--- src/rtl/intc_prio.sv ---
`timescale 1ns / 1ps
`default_nettype none
// ============================================================================
// Module   : intc_prio
// Brief    : Parametrised fixed-priority interrupt controller with a
//            memory-mapped register port and an IRQ/IACK handshake.
// Revision : 1.0
// ============================================================================

module intc_prio #(
  parameter  int NUM_SRC = 8,
  localparam int ID_W    = $clog2(NUM_SRC)
) (
  input  logic               clk,
  input  logic               rst,
  input  logic [NUM_SRC-1:0] done,
  input  logic               IACK,
  input  logic [31:0]        input_addr,
  input  logic               write_enable,
  input  logic [31:0]        write_data,
  output logic [31:0]        read_data,
  output logic               IRQ,
  output logic [31:0]        isr_addr,
  output logic [ID_W-1:0]    irq_id
);

  localparam logic [7:0] A_ENABLE  = 8'h40;
  localparam logic [7:0] A_PENDING = 8'h41;
  localparam logic [7:0] A_MODE    = 8'h42;
  localparam logic [7:0] A_STATUS  = 8'h43;

  typedef enum logic [1:0] {
    S_IDLE   = 2'b00,
    S_ASSERT = 2'b01,
    S_ACK    = 2'b10
  } state_t;

  state_t             state, state_d;
  logic [31:0]        vec [NUM_SRC];
  logic [NUM_SRC-1:0] enable, mode, done_q, pend_edge;
  logic [NUM_SRC-1:0] pending, req, set_ev, clr_w1c, clr_ack;
  logic [7:0]         addr;
  logic               vec_sel;
  logic [ID_W-1:0]    win, id_d;
  logic [31:0]        isr_d;
  logic               irq_d, ack_take;
  logic               unused_addr_bits;

  assign addr             = input_addr[7:0];
  assign unused_addr_bits = ^input_addr[31:8];
  assign vec_sel          = 32'(addr) < NUM_SRC;

  // Level sources mirror the registered line; edge sources use the sticky latch.
  assign set_ev  = done & ~done_q;
  assign clr_w1c = (write_enable && addr == A_PENDING) ? write_data[NUM_SRC-1:0] : '0;
  assign clr_ack = ack_take ? (NUM_SRC'(1) << irq_id) : '0;
  assign pending = (mode & done_q) | (~mode & pend_edge);
  assign req     = pending & enable;

  always_comb begin
    win = '0;
    for (int i = NUM_SRC - 1; i >= 0; i--) begin
      if (req[i]) win = ID_W'(i);
    end
  end

  always_comb begin
    state_d  = state;
    irq_d    = IRQ;
    id_d     = irq_id;
    isr_d    = isr_addr;
    ack_take = 1'b0;
    case (state)
      S_IDLE: begin
        if (|req) begin
          state_d = S_ASSERT;
          irq_d   = 1'b1;
          id_d    = win;
          isr_d   = vec[win];
        end
      end
      S_ASSERT: begin
        if (IACK) begin
          state_d  = S_ACK;
          irq_d    = 1'b0;
          ack_take = 1'b1;
        end
      end
      S_ACK: begin
        if (!IACK) state_d = S_IDLE;
      end
      default: state_d = S_IDLE;
    endcase
  end

  always_ff @(posedge clk or posedge rst) begin
    if (rst) begin
      state    <= S_IDLE;
      IRQ      <= 1'b0;
      irq_id   <= '0;
      isr_addr <= '0;
    end else begin
      state    <= state_d;
      IRQ      <= irq_d;
      irq_id   <= id_d;
      isr_addr <= isr_d;
    end
  end

  // Set beats any same-cycle clear (W1C or acknowledge).
  always_ff @(posedge clk or posedge rst) begin
    if (rst) begin
      done_q    <= '0;
      pend_edge <= '0;
    end else begin
      done_q    <= done;
      pend_edge <= ~mode & ((pend_edge & ~(clr_w1c | clr_ack)) | set_ev);
    end
  end

  always_ff @(posedge clk or posedge rst) begin
    if (rst) begin
      for (int i = 0; i < NUM_SRC; i++) vec[i] <= '0;
      enable <= '0;
      mode   <= '0;
    end else if (write_enable) begin
      if (vec_sel) vec[addr[ID_W-1:0]] <= write_data;
      case (addr)
        A_ENABLE: enable <= write_data[NUM_SRC-1:0];
        A_MODE:   mode   <= write_data[NUM_SRC-1:0];
        default:  ;
      endcase
    end
  end

  always_comb begin
    read_data = '0;
    if (vec_sel) begin
      read_data = vec[addr[ID_W-1:0]];
    end else begin
      case (addr)
        A_ENABLE:  read_data = 32'(enable);
        A_PENDING: read_data = 32'(pending);
        A_MODE:    read_data = 32'(mode);
        A_STATUS: begin
          read_data[9:8]      = state;
          read_data[ID_W-1:0] = irq_id;
        end
        default:   read_data = '0;
      endcase
    end
  end

endmodule

`default_nettype wire

--- config.mk ---
export PLATFORM = sky130hd
export DESIGN_NAME = intc_prio
export DESIGN_NICKNAME = d
export VERILOG_FILES = /design/src/rtl/intc_prio.sv
export SDC_FILE = /design/constraint.sdc
export NUM_CORES = 1
export LEC_CHECK = 0
export BUFFER_PORTS_ARGS = -buffer_cell sky130_fd_sc_hd__buf_2
export CORE_ASPECT_RATIO = 0.8
export CORE_MARGIN = 10
export CORE_UTILIZATION = 60
export DETAILED_ROUTE_END_ITERATION = 6
export HOLD_SLACK_MARGIN = 0.1
export PLACE_DENSITY_LB_ADDON = 0.12
export SLEW_MARGIN = 20
export SYNTH_ARGS = -nofsm -noshare
export SYNTH_HDL_FRONTEND = slang
export SYNTH_SLANG_ARGS = --single-unit
--- constraint.sdc ---
create_clock -name clk -period 11.5 [get_ports clk]
set_input_delay 0.575 -clock clk [delete_from_list [all_inputs] [get_ports clk]]
set_output_delay 0.575 -clock clk [all_outputs]
set_load 0.01 [all_outputs]
; ---- Word level (Yosys, flattened, before mapping)
; Index checks and enable logic that the tools add are counted.
[word_totals]
output_inout_bits = 68
register_bits = 326
in_bits = 76
wordCells = 87
[classes]
bitwise_logic = 14
shifts = 1
mux = 32
n_eq_ne = 9
n_reduce_logical = 11
magnitude_cmp = 4
[ops]
columns = op, count
row1 = bitwise mux 256 bit, 1
row2 = binary-select mux 32 bit (select 3 bit), 2
row3 = two-way mux 32 bit, 6
row4 = demux 32 bit (select 3 bit), 1
row5 = bitwise AND 8 bit, 6
row6 = "== test 8 x 7 -> 1 bit, second input constant", 4
row7 = two-way mux 3 bit, 8
row8 = NOT 8 bit, 3
row9 = bitwise OR 8 bit, 3
row10 = two-way mux 8 bit, 2
row11 = one-hot mux 5 bit (3 select lines), 1
row12 = one-hot mux 3 bit (4 select lines), 1
row13 = "greater-or-equal comparator 4 bit, second input constant", 2
row14 = "less-than comparator 8 x 4 -> 1 bit, second input constant", 1
row15 = two-way mux 2 bit, 4
row16 = NOT 3 -> 4 bit, 2
row17 = AND reduction 2 bit, 4
row18 = OR reduction 8 bit, 1
row19 = "<< shifter 1 x 3 -> 8 bit, first input constant", 1
row20 = "!= test 2 bit, second input constant", 3
row21 = one-hot mux 2 bit (3 select lines), 1
row22 = AND reduction 3 bit, 2
row23 = "less-than comparator 4 x 1 -> 1 bit, second input constant", 1
row24 = two-way mux 1 bit, 4
row25 = other kinds (6), 7

; ---- Longest topological paths before layout
[logic_depth]
word_depth = 16
mapped_depth = 9
ltp_nobuf = 7

; ---- Least setup slack after synthesis
; Ideal clock, no wire load.
[synth_path]
kind = input to output
start = input port input_addr[1]
end = output port read_data[3]
stages = 7
path_buffers = 4
required_ns = 10.925
t_arrival_ns = 2.194
setup_slack_ns = 8.731
cell_sequence = clkbuf_1 > buf_2 > buf_2 > buf_1 > mux4_2 > a21oi_1 > nor2_1
[synth_between]
elab_chain_cells = 5
elab_cells_between_ends = 10
cone_classes = order compare: 1 / eq/ne: 3 / mux: 5 / bitwise: 1
[synth_lines]
columns = item, line
row1 = "start, declared", 18  ; input logic [31:0] input_addr,
row2 = NOT 3 -> 4 bit (implied by the code), 139  ; read_data = vec[addr[ID_W-1:0]];
row3 = binary-select mux 32 bit (select 3 bit), 139
row4 = two-way mux 32 bit (implied by the code) (2 in series), 139
row5 = two-way mux 32 bit (*), 138  ; if (vec_sel) begin
row6 = "end, declared", 21  ; output logic [31:0] read_data,
; Every way passes the cells marked *; elsewhere a longest branch is shown, timed or not. The select of a mux whose other input is x is not followed.

; ---- Final worst setup path
[layout_path]
start = input port input_addr[0]
end = output port read_data[0]
; Same word-level chain as after synthesis.

==> flow_summary.yaml <==
clock_network:
  cts_tree: "built"
  clkTransAtPathRegs_ps: 60
  cts_setup_buffers: 0
  cts-buffers-inserted: 34
  cts-root-buf: "clkbuf_16"
  clock_latency_ps: 520
  hold_buffers: 0
  cts_resized: 0
  ctsHtreeMaxLevel: 2
  clock_path_buffers: 3
  cts_sinks: 326
pwr:
  intPower_uw: 2100
  power_uw: 2890
  power_frac_comb: 0.159
  p_per_area_mw_per_mm2: 155
  pwr-share-seq: 0.450
  p_leak_uw: 0.00909
  switchingPower_uw: 787
  clock_power_share: 0.391
  swShare: 0.272
  irDropWorstVdd_uv: 159
setup_path:
  worstPathArrival_ps: 3290
  start_kind: "input port"
  required_ps: 10930
  worstSetupEndpointType: "output port"
  crit_type: "in -> out"
  crit_fanout: 46
  rrSetupSlack_ps: 7830
flow_run:
  drv_cap: 0
sta:
  rsz0062_at_grt: "no"
  max_slew_margin: 0.335
  post-route-period-util: 0.336
  finClkSkew_ps: 22.7
  period_needed_ps: 3870
  hold_viol_final: 0
  max_slew.worst_pin.slew_ps: 997
  setup_violations: 0
  slew_viol_final: 0
  finalSetupTns_ps: 0
  max_freq_mhz: 259
synthesis:
  synth.distinct_cells: 53
  synthTopCellsByCount: "dfrtp_1 (326), mux2_2 (186), mux2i_1 (155), mux2_1 (95), nor2_1 (78)"
  synth_area_mm2: 0.0167
  ys_ff_latch: 326
  yosys_warnings: 0
  syn-num-nets: 1323
  synth_top_area_cell: "dfrtp_1"
  synth_top_area_frac: 0.488
  async_flop_share: 1.00
  synth_edf_count: 0
  syn_area_per_cell_um2: 13.4
  synthFlopType: "dfrtp_1"
  yosysMostFrequentCell: "dfrtp_1"
  synthTopCellsByArea: "dfrtp_1 (49%), mux2_2 (13%), mux2i_1 (9.3%), mux4_2 (9.0%), mux2_1 (6.4%)"
  syn_inst: 1247
  seq_area_frac_synth: 0.488
layout:
  drive_gt1_frac: 0.348
  final_util: 0.681
  nNetsFinal: 1412
  syn_to_final_growth_pct: 11.5
  fillers: 2016
  antenna_cells: 0
min_path:
  min-delay-path-class: "in -> async"
global_route:
  grt_remaining_overflow: 0
  grt_pass1_vias: 11397
  grt_pass1_wl_um: 66000
  grt_usage: 0.242
  grt_start_max_net_pins: 117
  antenna_found_initial: 1
drt:
  drcViolationCount: 0
  ant_nets: 0
  drtPass1Iterations: 5
  num_vias: 10913
  drt_iter0_drc: 922
  routed_via_density: 6.33
  drt_wl_total_um: 41900
  wl_per_cell_um: 24.3
floorplan:
  die_area_mm2: 0.0350
  row_count: 54
  die_h_um: 169
  die_x_um: 207
  start_util: 0.611
  ios: 144
  core_mm2: 0.0274
place:
  gp_congestion: 0.820
  hpwlAfterDp_um: 26200
  io_buffers: 119
outcome:
  status: "finished, final reports clean"
-- cell usage in the layout, fill, tap and decap left out, types with 5 or more instances in the layout --
cell	instances
mux2i_1	155
a21oi_1	23
buf_2	117
nor2_4	7
buf_4	23
o21ai_0	38
nand2_1	46
inv_1	7
mux4_2	67
clkbuf_1	9
dfrtp_1	326
mux2_2	186
nor2_1	77
mux2_1	95
clkbuf_16	35
o21ai_1	5
nand2b_1	9
a211oi_1	6
or3_1	29
o22ai_1	28
clkinv_2	5
-- state kept, by name, summed over array words and instances (netlist names) --
| signal | count |
|---|---|
| vec | 256 |
| isr_addr | 32 |
| IRQ | 1 |
| state | 2 |
| irq_id | 3 |
| enable | 8 |
| done_q | 8 |
| mode | 8 |
| pend_edge | 8 |
-- per-stage QoR --
step                setup slack (ps)  hold WS [ps]  instance area, µm²  std cells
global placement                7580           458               17500       1664
detailed placement              7580           460               17500       1664
finish                          7630           187               18600       1724
CTS                             7560           177               18600       1724
floorplan                       1900           440               16700       1247
global route                    7420           175               18600       1724
-- final cells by class --
class / instances / area, µm² / share of cell area
sequential: 326 / 8160 / 0.438
multi-input combinational: 825 / 8080 / 0.434
clock buffer: 48 / 965 / 0.0518
timing repair buffer: 140 / 758 / 0.0407
tap: 364 / 455 / 0.0244
clock inverter: 12 / 170 / 0.00913
inverter: 9 / 41.3 / 0.00222
-- kinds of logic after synthesis --
logic type / Yosys count / share of synthesized area
DFF: 326 / 0.488
AOI/OAI and AO/OA: 126 / 0.0489
buffers and inverters: 96 / 0.0324
muxes: 507 / 0.376
and+or+nand+nor: 192 / 0.0542
-- path summary, 6_finish.rpt --
check,startpoint,depth (start not counted),end
setup reg to reg,mode[6],8,isr_addr[10]
min in group clk,done[7],1,done_q[7]
hold reg to reg,IRQ,2,IRQ
setup / recovery,input_addr[0],8,read_data[0]
hold / removal,rst,2,done_q[7]
max in group asynchronous,rst,4,vec[244]
-- power by group through the flow --
| stage | clock network [µW] | logic (µW) | registers [µW] |
|---|---|---|---|
| after detailed placement | 0 | 458 | 1320 |
| after floorplan | 0 | 318 | 1310 |
| after CTS | 1150 | 461 | 1300 |
| after global routing | 1200 | 500 | 1310 |
| after global placement | 0 | 451 | 1320 |
| final | 1130 | 459 | 1300 |
-- worst max-delay path, cell delays in order --
cell and delay [ps]:
buf_4 660, buf_4 700, mux4_2 640, mux2i_1 190, nor2_1 60, a21oi_1 210, nor2_1 50, buf_2 150
-- routing by layer --
metal | GRT usage | routed length (µm) | up-vias
li1 | - | - | 4813
met1 | 0.349 | 19200 | 5663
met2 | 0.362 | 18800 | 370
met3 | 0.0555 | 3100 | 65
met4 | 0.0608 | 833 | 2
met5 | 0 | 13 | -
Power figures use the tool's default switching activity.
